File: config.mk
export PLATFORM = sky130hd
export DESIGN_NAME = wb_port_arbiter
export DESIGN_NICKNAME = d
export VERILOG_FILES = /design/src/rtl/wb_pkg.sv /design/src/rtl/wb_port_arbiter.sv
export SDC_FILE = /design/constraint.sdc
export NUM_CORES = 1
export LEC_CHECK = 0
export ABC_AREA = 1
export CAP_MARGIN = 40
export CORE_MARGIN = 2
export CORE_UTILIZATION = 35
export CTS_CLUSTER_SIZE = 12
export DETAILED_ROUTE_END_ITERATION = 7
export MAX_ROUTING_LAYER = met4
export PLACE_DENSITY = 0.77
export RECOVER_POWER = 50
export SYNTH_ARGS = -nofsm -noshare
export SYNTH_HDL_FRONTEND = slang
export SYNTH_SLANG_ARGS = --single-unit
File: constraint.sdc
create_clock -name clk -period 1.3 [get_ports clk]
set_input_delay 0.26 -clock clk [delete_from_list [all_inputs] [get_ports clk]]
set_output_delay 0.26 -clock clk [all_outputs]
set_load 0.02 [all_outputs]
File: src/rtl/wb_pkg.sv
// Shared widths and state encoding for the write-back port arbiter.
package wb_pkg;
    localparam int XLEN   = 32;
    localparam int REG_AW = 5;

    typedef enum logic [0:0] {
        WB_IDLE = 1'b0,
        WB_WAIT = 1'b1
    } wb_state_e;
endpackage

File: src/rtl/wb_port_arbiter.sv
// Register-file write-port arbiter between the in-order pipeline and one
// long-latency result source; replaces the MEM/WB register.
module wb_port_arbiter
    import wb_pkg::*;
#(
    parameter int MAX_WAIT = 4,
    localparam int CW = $clog2(MAX_WAIT + 1)
) (
    input  logic              clk,
    input  logic              reset,
    input  logic              pipe_valid,
    input  logic              pipe_is_write,
    input  logic [REG_AW-1:0] pipe_rd,
    input  logic [XLEN-1:0]   pipe_data,
    output logic              pipe_stall,
    input  logic              ml_valid,
    input  logic [REG_AW-1:0] ml_rd,
    input  logic [XLEN-1:0]   ml_data,
    output logic              ml_ready,
    output logic [XLEN-1:0]   wb_data_out,
    output logic [REG_AW-1:0] rd_out,
    output logic              is_write_out,
    output wb_state_e         dbg_state,
    output logic [CW-1:0]     dbg_wait_cnt,
    output logic              dbg_kill
);

    localparam logic [CW-1:0] MAX_CNT = CW'(MAX_WAIT);

    wb_state_e       state_q, state_d;
    logic [CW-1:0]   wait_cnt_q, wait_cnt_d;
    logic            kill_q, kill_d;
    logic            pipe_wr, at_max, grant_ml, force_stall;

    // Handshake: ml_data/ml_rd transfer on a cycle where ml_valid && ml_ready;
    // the source holds them stable until then. pipe_stall asks the pipeline to
    // re-present the same MEM inputs on the following cycle.
    always_comb begin
        pipe_wr     = pipe_valid && pipe_is_write && (pipe_rd != '0);
        at_max      = (wait_cnt_q == MAX_CNT);
        grant_ml    = reset && ml_valid && (!pipe_wr || at_max);
        force_stall = reset && ml_valid && pipe_wr && at_max;
        ml_ready    = grant_ml;
        pipe_stall  = force_stall;
    end

    always_comb begin
        state_d    = state_q;
        wait_cnt_d = wait_cnt_q;
        kill_d     = kill_q;
        case (state_q)
            WB_IDLE: if (ml_valid && !grant_ml) state_d = WB_WAIT;
            WB_WAIT: if (grant_ml || !ml_valid) state_d = WB_IDLE;
            default: state_d = WB_IDLE;
        endcase
        if (grant_ml || !ml_valid) begin
            wait_cnt_d = '0;
        end else if (!at_max) begin
            wait_cnt_d = wait_cnt_q + CW'(1);
        end
        // A younger pipeline write to the same rd makes the pending result stale.
        if (grant_ml) begin
            kill_d = 1'b0;
        end else if (ml_valid && pipe_wr && (pipe_rd == ml_rd)) begin
            kill_d = 1'b1;
        end
    end

    always_ff @(posedge clk or negedge reset) begin
        if (!reset) begin
            state_q    <= WB_IDLE;
            wait_cnt_q <= '0;
            kill_q     <= 1'b0;
        end else begin
            state_q    <= state_d;
            wait_cnt_q <= wait_cnt_d;
            kill_q     <= kill_d;
        end
    end

    // A granted ml result always owns the slot; a non-writing pipeline
    // instruction retires without one when ml is granted alongside it.
    always_ff @(posedge clk or negedge reset) begin
        if (!reset) begin
            wb_data_out  <= '0;
            rd_out       <= '0;
            is_write_out <= 1'b0;
        end else if (grant_ml) begin
            wb_data_out  <= ml_data;
            rd_out       <= ml_rd;
            is_write_out <= !kill_q && (ml_rd != '0);
        end else if (pipe_valid) begin
            wb_data_out  <= pipe_data;
            rd_out       <= pipe_rd;
            is_write_out <= pipe_wr;
        end else begin
            is_write_out <= 1'b0;
        end
    end

    assign dbg_state    = state_q;
    assign dbg_wait_cnt = wait_cnt_q;
    assign dbg_kill     = kill_q;

endmodule

## After elaboration in Yosys (flattened, before gate mapping)

Cells that the tools add are included.

| cells by class | value |
|---|---|
| multipliers | 0 |
| mux-type cells | 13 |
| bitwise gates (word level) | 1 |
| equal/unequal tests | 3 |
| shift-type cells | 0 |
| divide/modulo/power cells | 0 |
| reductions and logical operators | 20 |
| magnitude comparators | 0 |
| $add $sub $neg | 1 |

Operators by type and width:

| operator | count |
|---|---|
| 32-bit two-way mux | 2 |
| 1-bit logical AND | 10 |
| 5-bit two-way mux | 2 |
| 5-bit nonzero test | 2 |
| 1-bit two-way mux | 6 |
| 3-bit two-way mux | 2 |
| 5-bit equality test | 1 |
| 1-bit zero test | 4 |
| 2-bit nonzero test | 2 |
| 3-bit by 1-bit adder with 3-bit output (second input constant) | 1 |
| 3-bit equality test (second input constant) | 1 |
| 1-bit logical OR | 2 |
| 2-bit by 1-bit != test with 1-bit output (second input constant) | 1 |
| 1-bit one-hot mux with 2 select lines | 1 |
| 1-bit NOT | 1 |

| word-level totals | value |
|---|---|
| output and inout port bits | 45 |
| latch bits | 0 |
| memories | 0 |
| ROM bits | 0 |
| memory bits (writable) | 0 |
| register bits | 43 |
| logic and storage cells | 44 |
| input port bits | 79 |

## Logic depth before layout (Yosys ltp)

| logic depth | value |
|---|---|
| word-level depth | 9 |
| mapped depth | 9 |

## Worst setup path before layout

Ideal clock, no wire load.

| path | value |
|---|---|
| path type | register to output |
| start point | reg wait_cnt_q[0], in the netlist dbg_wait_cnt[0] |
| end point | out ml_ready |
| data arrival time | 1.317 ns |
| data required time | 1.040 ns |
| cell stages (with the launch flop) | 8 |
| setup slack | -0.277 ns |
| cells stage by stage | dfrtp_1 > inv_1 > ha_1 > nand2_1 > nand3_2 > nand2_4 > buf_6 > inv_2 |

| between the ends | value |
|---|---|
| longest elaborated chain between the ends | 3 |

Ends and longest elaborated chain:

| element | RTL line | source |
|---|---|---|
| from (decl) | wb_port_arbiter.sv:31 | `logic [CW-1:0] wait_cnt_q, wait_cnt_d;` |
| from (signal assigned) | wb_port_arbiter.sv:76 | `wait_cnt_q <= wait_cnt_d;` |
| 3-bit equality test | wb_port_arbiter.sv:40 | `at_max = (wait_cnt_q == MAX_CNT);` |
| 1-bit logical OR | wb_port_arbiter.sv:41 | `grant_ml = reset && ml_valid && (!pipe_wr \|\| at_max);` |
| 1-bit logical AND | wb_port_arbiter.sv:41 |  |
| to (decl) | wb_port_arbiter.sv:19 | `output logic ml_ready,` |

No other way between the ends.

## Final worst setup path

| path | value |
|---|---|
| start point | in pipe_rd[1] |
| end point | out ml_ready |

| between the ends | value |
|---|---|
| longest elaborated chain between the ends | 5 |

Ends and longest elaborated chain:

| element | RTL line | source |
|---|---|---|
| from (decl) | wb_port_arbiter.sv:13 | `input logic [REG_AW-1:0] pipe_rd,` |
| 5-bit nonzero test | wb_port_arbiter.sv:39 | `pipe_wr = pipe_valid && pipe_is_write && (pipe_rd != '0);` |
| 1-bit logical AND | wb_port_arbiter.sv:39 |  |
| 1-bit zero test | wb_port_arbiter.sv:41 |  |
| 1-bit logical OR | wb_port_arbiter.sv:41 |  |
| 1-bit logical AND | wb_port_arbiter.sv:41 |  |

No other way between the ends.

==> impl_results.md <==
- Hold-fix buffers, CTS: 0
- Dpl cells: roughly 500
- Via total after detailed routing: 2654
- Yosys warns: 0
- Met2 usage: a little over a third
- Final slew viol count: 0
- Final setup fails: 45
- CTS sink cnt: 43
- Post-Syn Nets: 383
- Placed Area: 3690 sq um
- Setup crit start kind: input pin
- First-pass GRT wire length: 11700 um
- Critical Path End Type: primary output
- Clock transition at the registers of the reported paths: about 0.070 ns
- Maximum buffer depth of the clock tree: 2
- RePlAce Congestion: approximately 0.79
- Least-Margin Pin Slew: between 1 and 1.5 ns
- Global routing usage on met1: 26.2%
- Mapped Area: 2240 sq um
- DRC: 0
- Post-DP HPWL: between 4000 and 5000 um
- Final min period: around 1.6 ns
- Drt wl/cell: 14.9 um
- Hold WC Path Type: input pin to asynchronous set/reset pin
- Outcome: complete, but fails checks
- N_diodes: 0
- Commonest non-fill, non-tap cells in the layout: 108 x nand2_1, 76 x clkdlybuf4s50_1, 46 x nand3_1
- Syn_area_per_cell: 7.43 sq um
- Worst setup margin: -0.280 ns
- Layout overhead on the synthesized area: 85.8%
- RSZ-0062 raised after global routing: yes
- H-tree Lvls: 2
- Clock Latency Late Sink: slightly below 0.3 ns
- Fin cells: approximately 530
- DR vias/cell: around 5.0
- Cell area after layout: roughly 4200 sq um
- Most Crowded Layer GR: met2
- Die Ht: between 80 and 90 um
- First DRT Iteration DRCs: between 100 and 150
- Die width: roughly 84 um
- Fillers: approximately 530
- Peak supply drop: between 0.4 and 0.5 mV
- Initial core utilization: a little over a third
- DRT Pass-1 Iters: 5
- Crit Path Max Fanout: 3
- Critical path data arrival time: 1.32 ns
- Post-synthesis register bit count: 43
- Number of library cell types mapped by synthesis: 20
- Largest net degree at the start of global routing: 44
- Maximum clock frequency: 633 MHz
- I/O pins: around 120
- Layout cell share with drive strength beyond 1: about 22%
- Final WL: between 7000 and 8000 um
- Number of flops mapped to enable cells by yosys: 0
- Crit path cell chain: clkdlybuf4s50_1 -> nor2_1 -> nand3_4 -> nand3_4 -> nand2_4 -> clkinv_4 -> buf_6
- R2R cell count: 10
- Leakage: roughly 2.1 nW
- Setup Crit Path Kind: input pin to primary output
- Place WS: -0.751 ns
- Die area: roughly 7100 sq um
- Sequential area share after synthesis: a little under half
- Max Cap Violations: 0
- Hold Fails Final Rpt: 0
- Prevailing post-synth register cell: dfrtp_1
- CTS tree: done
- Total CTS buffers: 5
- Mapped Cells: roughly 300
- Skew final: about 0.011 ns
- Core Area: about 6300 sq um
- Root buffer cell: clkbuf_8
- Cell mode on critical path: nand3_4
- Final period utilization: 122%
- Ys async rst share: 100%
- Grt total ovfl: 0
- Vias in the first global route: 2504
- Crit-path slowest cell: clkdlybuf4s50_1
- Nets: between 500 and 600
- All-Layer GR Usage: between 20% and 30%
- Rows: 29
- Commonest non-fill, non-tap cell in the layout: nand2_1
- Pwr/cell area: between 900 and 1000 nW/um^2
- Worst slew margin: 25.7%
- Worst EP required: 1.04 ns
- Met3 Usage GRT: 3.36%
- Failing checks: setup timing
- Initial antenna violation count: 0
- IO buf count: 123
- Routed Antenna Nets: 0
- Crit path largest cell delay: between 0.4 and 0.5 ns
[worst max-delay path, delay by kind of cell]
kind	cells	cell delay [ns]
buffers and inverters	3	0.58
AND/OR/NAND/NOR	4	0.48
[Yosys cell counts, types with 2 or more instances]
master    count  share of area, %
nand2_1     119                20
nand3_1      51                11
dfrtp_1      43                48
o21ai_0      34               7.6
inv_1        15               2.5
buf_2        13               2.9
nor2_1        6               1.0
a21oi_1       3              0.67
inv_2         3              0.50
buf_6         2               1.0
clkbuf_1      2              0.33
ha_1          2               1.1
nand3_2       2              0.89
[where the power goes]
group	total, mW	switching [mW]	internal, mW
logic	1.44	0.731	0.706
clock network	0.935	0.450	0.485
registers	1.59	0.0903	1.50
[layer usage]
metal	wire [um]	share of wire, %	vias up
met5	0	0	-
li1	-	-	1270
met1	3350	42	1256
met3	452	5.7	19
met2	3930	50	109
met4	160	2.0	0
[worst paths after layout]
kind	slack, ns	endpoint	startpoint
setup / recovery	-0.28	ml_ready	pipe_rd[1]
hold / removal	0.40	wb_data_out[7]	reset
setup reg to reg	-0.22	wb_data_out[11]	dbg_wait_cnt[1]
hold reg to reg	0.51	wb_data_out[5]	wb_data_out[5]
max in group asynchronous	0.15	dbg_wait_cnt[0]	reset
min in group clk	0.44	rd_out[2]	pipe_rd[2]
[cell families after synthesis]
family / Yosys count / synth area share [%]
compound gates: 39 / 8.81
xor+xnor: 2 / 0.781
fa+ha+maj: 2 / 1.11
buf+inv: 36 / 7.41
flops: 43 / 47.9
simple gates: 180 / 33.9
[timing repair]
action / 4_1_cts / 5_1_grt
setup buffers: 2 / 5
gates resized for setup: 106 / 59
pin swaps: 7 / 8
endpoints found under the setup margin: 87 / 60
gates cloned: 2 / 6
[flip-flops by register name (all words and copies together) (netlist names)]
signal / count
dbg_wait_cnt: 3
dbg_kill: 1
is_write_out: 1
wb_data_out: 32
dbg_state: 1
rd_out: 5
[layout make-up]
cell class	instances	area [sq um]	area share [%]
clock buffers	8	100	2.40
flip-flops and latches	43	1080	25.9
inverters	18	72.6	1.74
well taps	77	96.3	2.31
repair buffers	160	1640	39.3
multi-input cells	223	1180	28.4
[per-stage QoR]
| stage | power [mW] | TNS (ns) | hold slack, ns | util (%) |
|---|---|---|---|---|
| floorplan | 2.19 | -2.47 | -0.0356 | - |
| global placement | 2.91 | -24.36 | 0.424 | 58.8 |
| detailed placement | 2.94 | -24.93 | 0.436 | 58.8 |
| CTS | 3.83 | -8.12 | 0.110 | 60.8 |
| global route | 4.18 | -11.30 | 0.467 | 66.5 |
| finish | 3.96 | -8.37 | 0.401 | 66.5 |
Note: power is estimated with default switching activity, not from simulation.
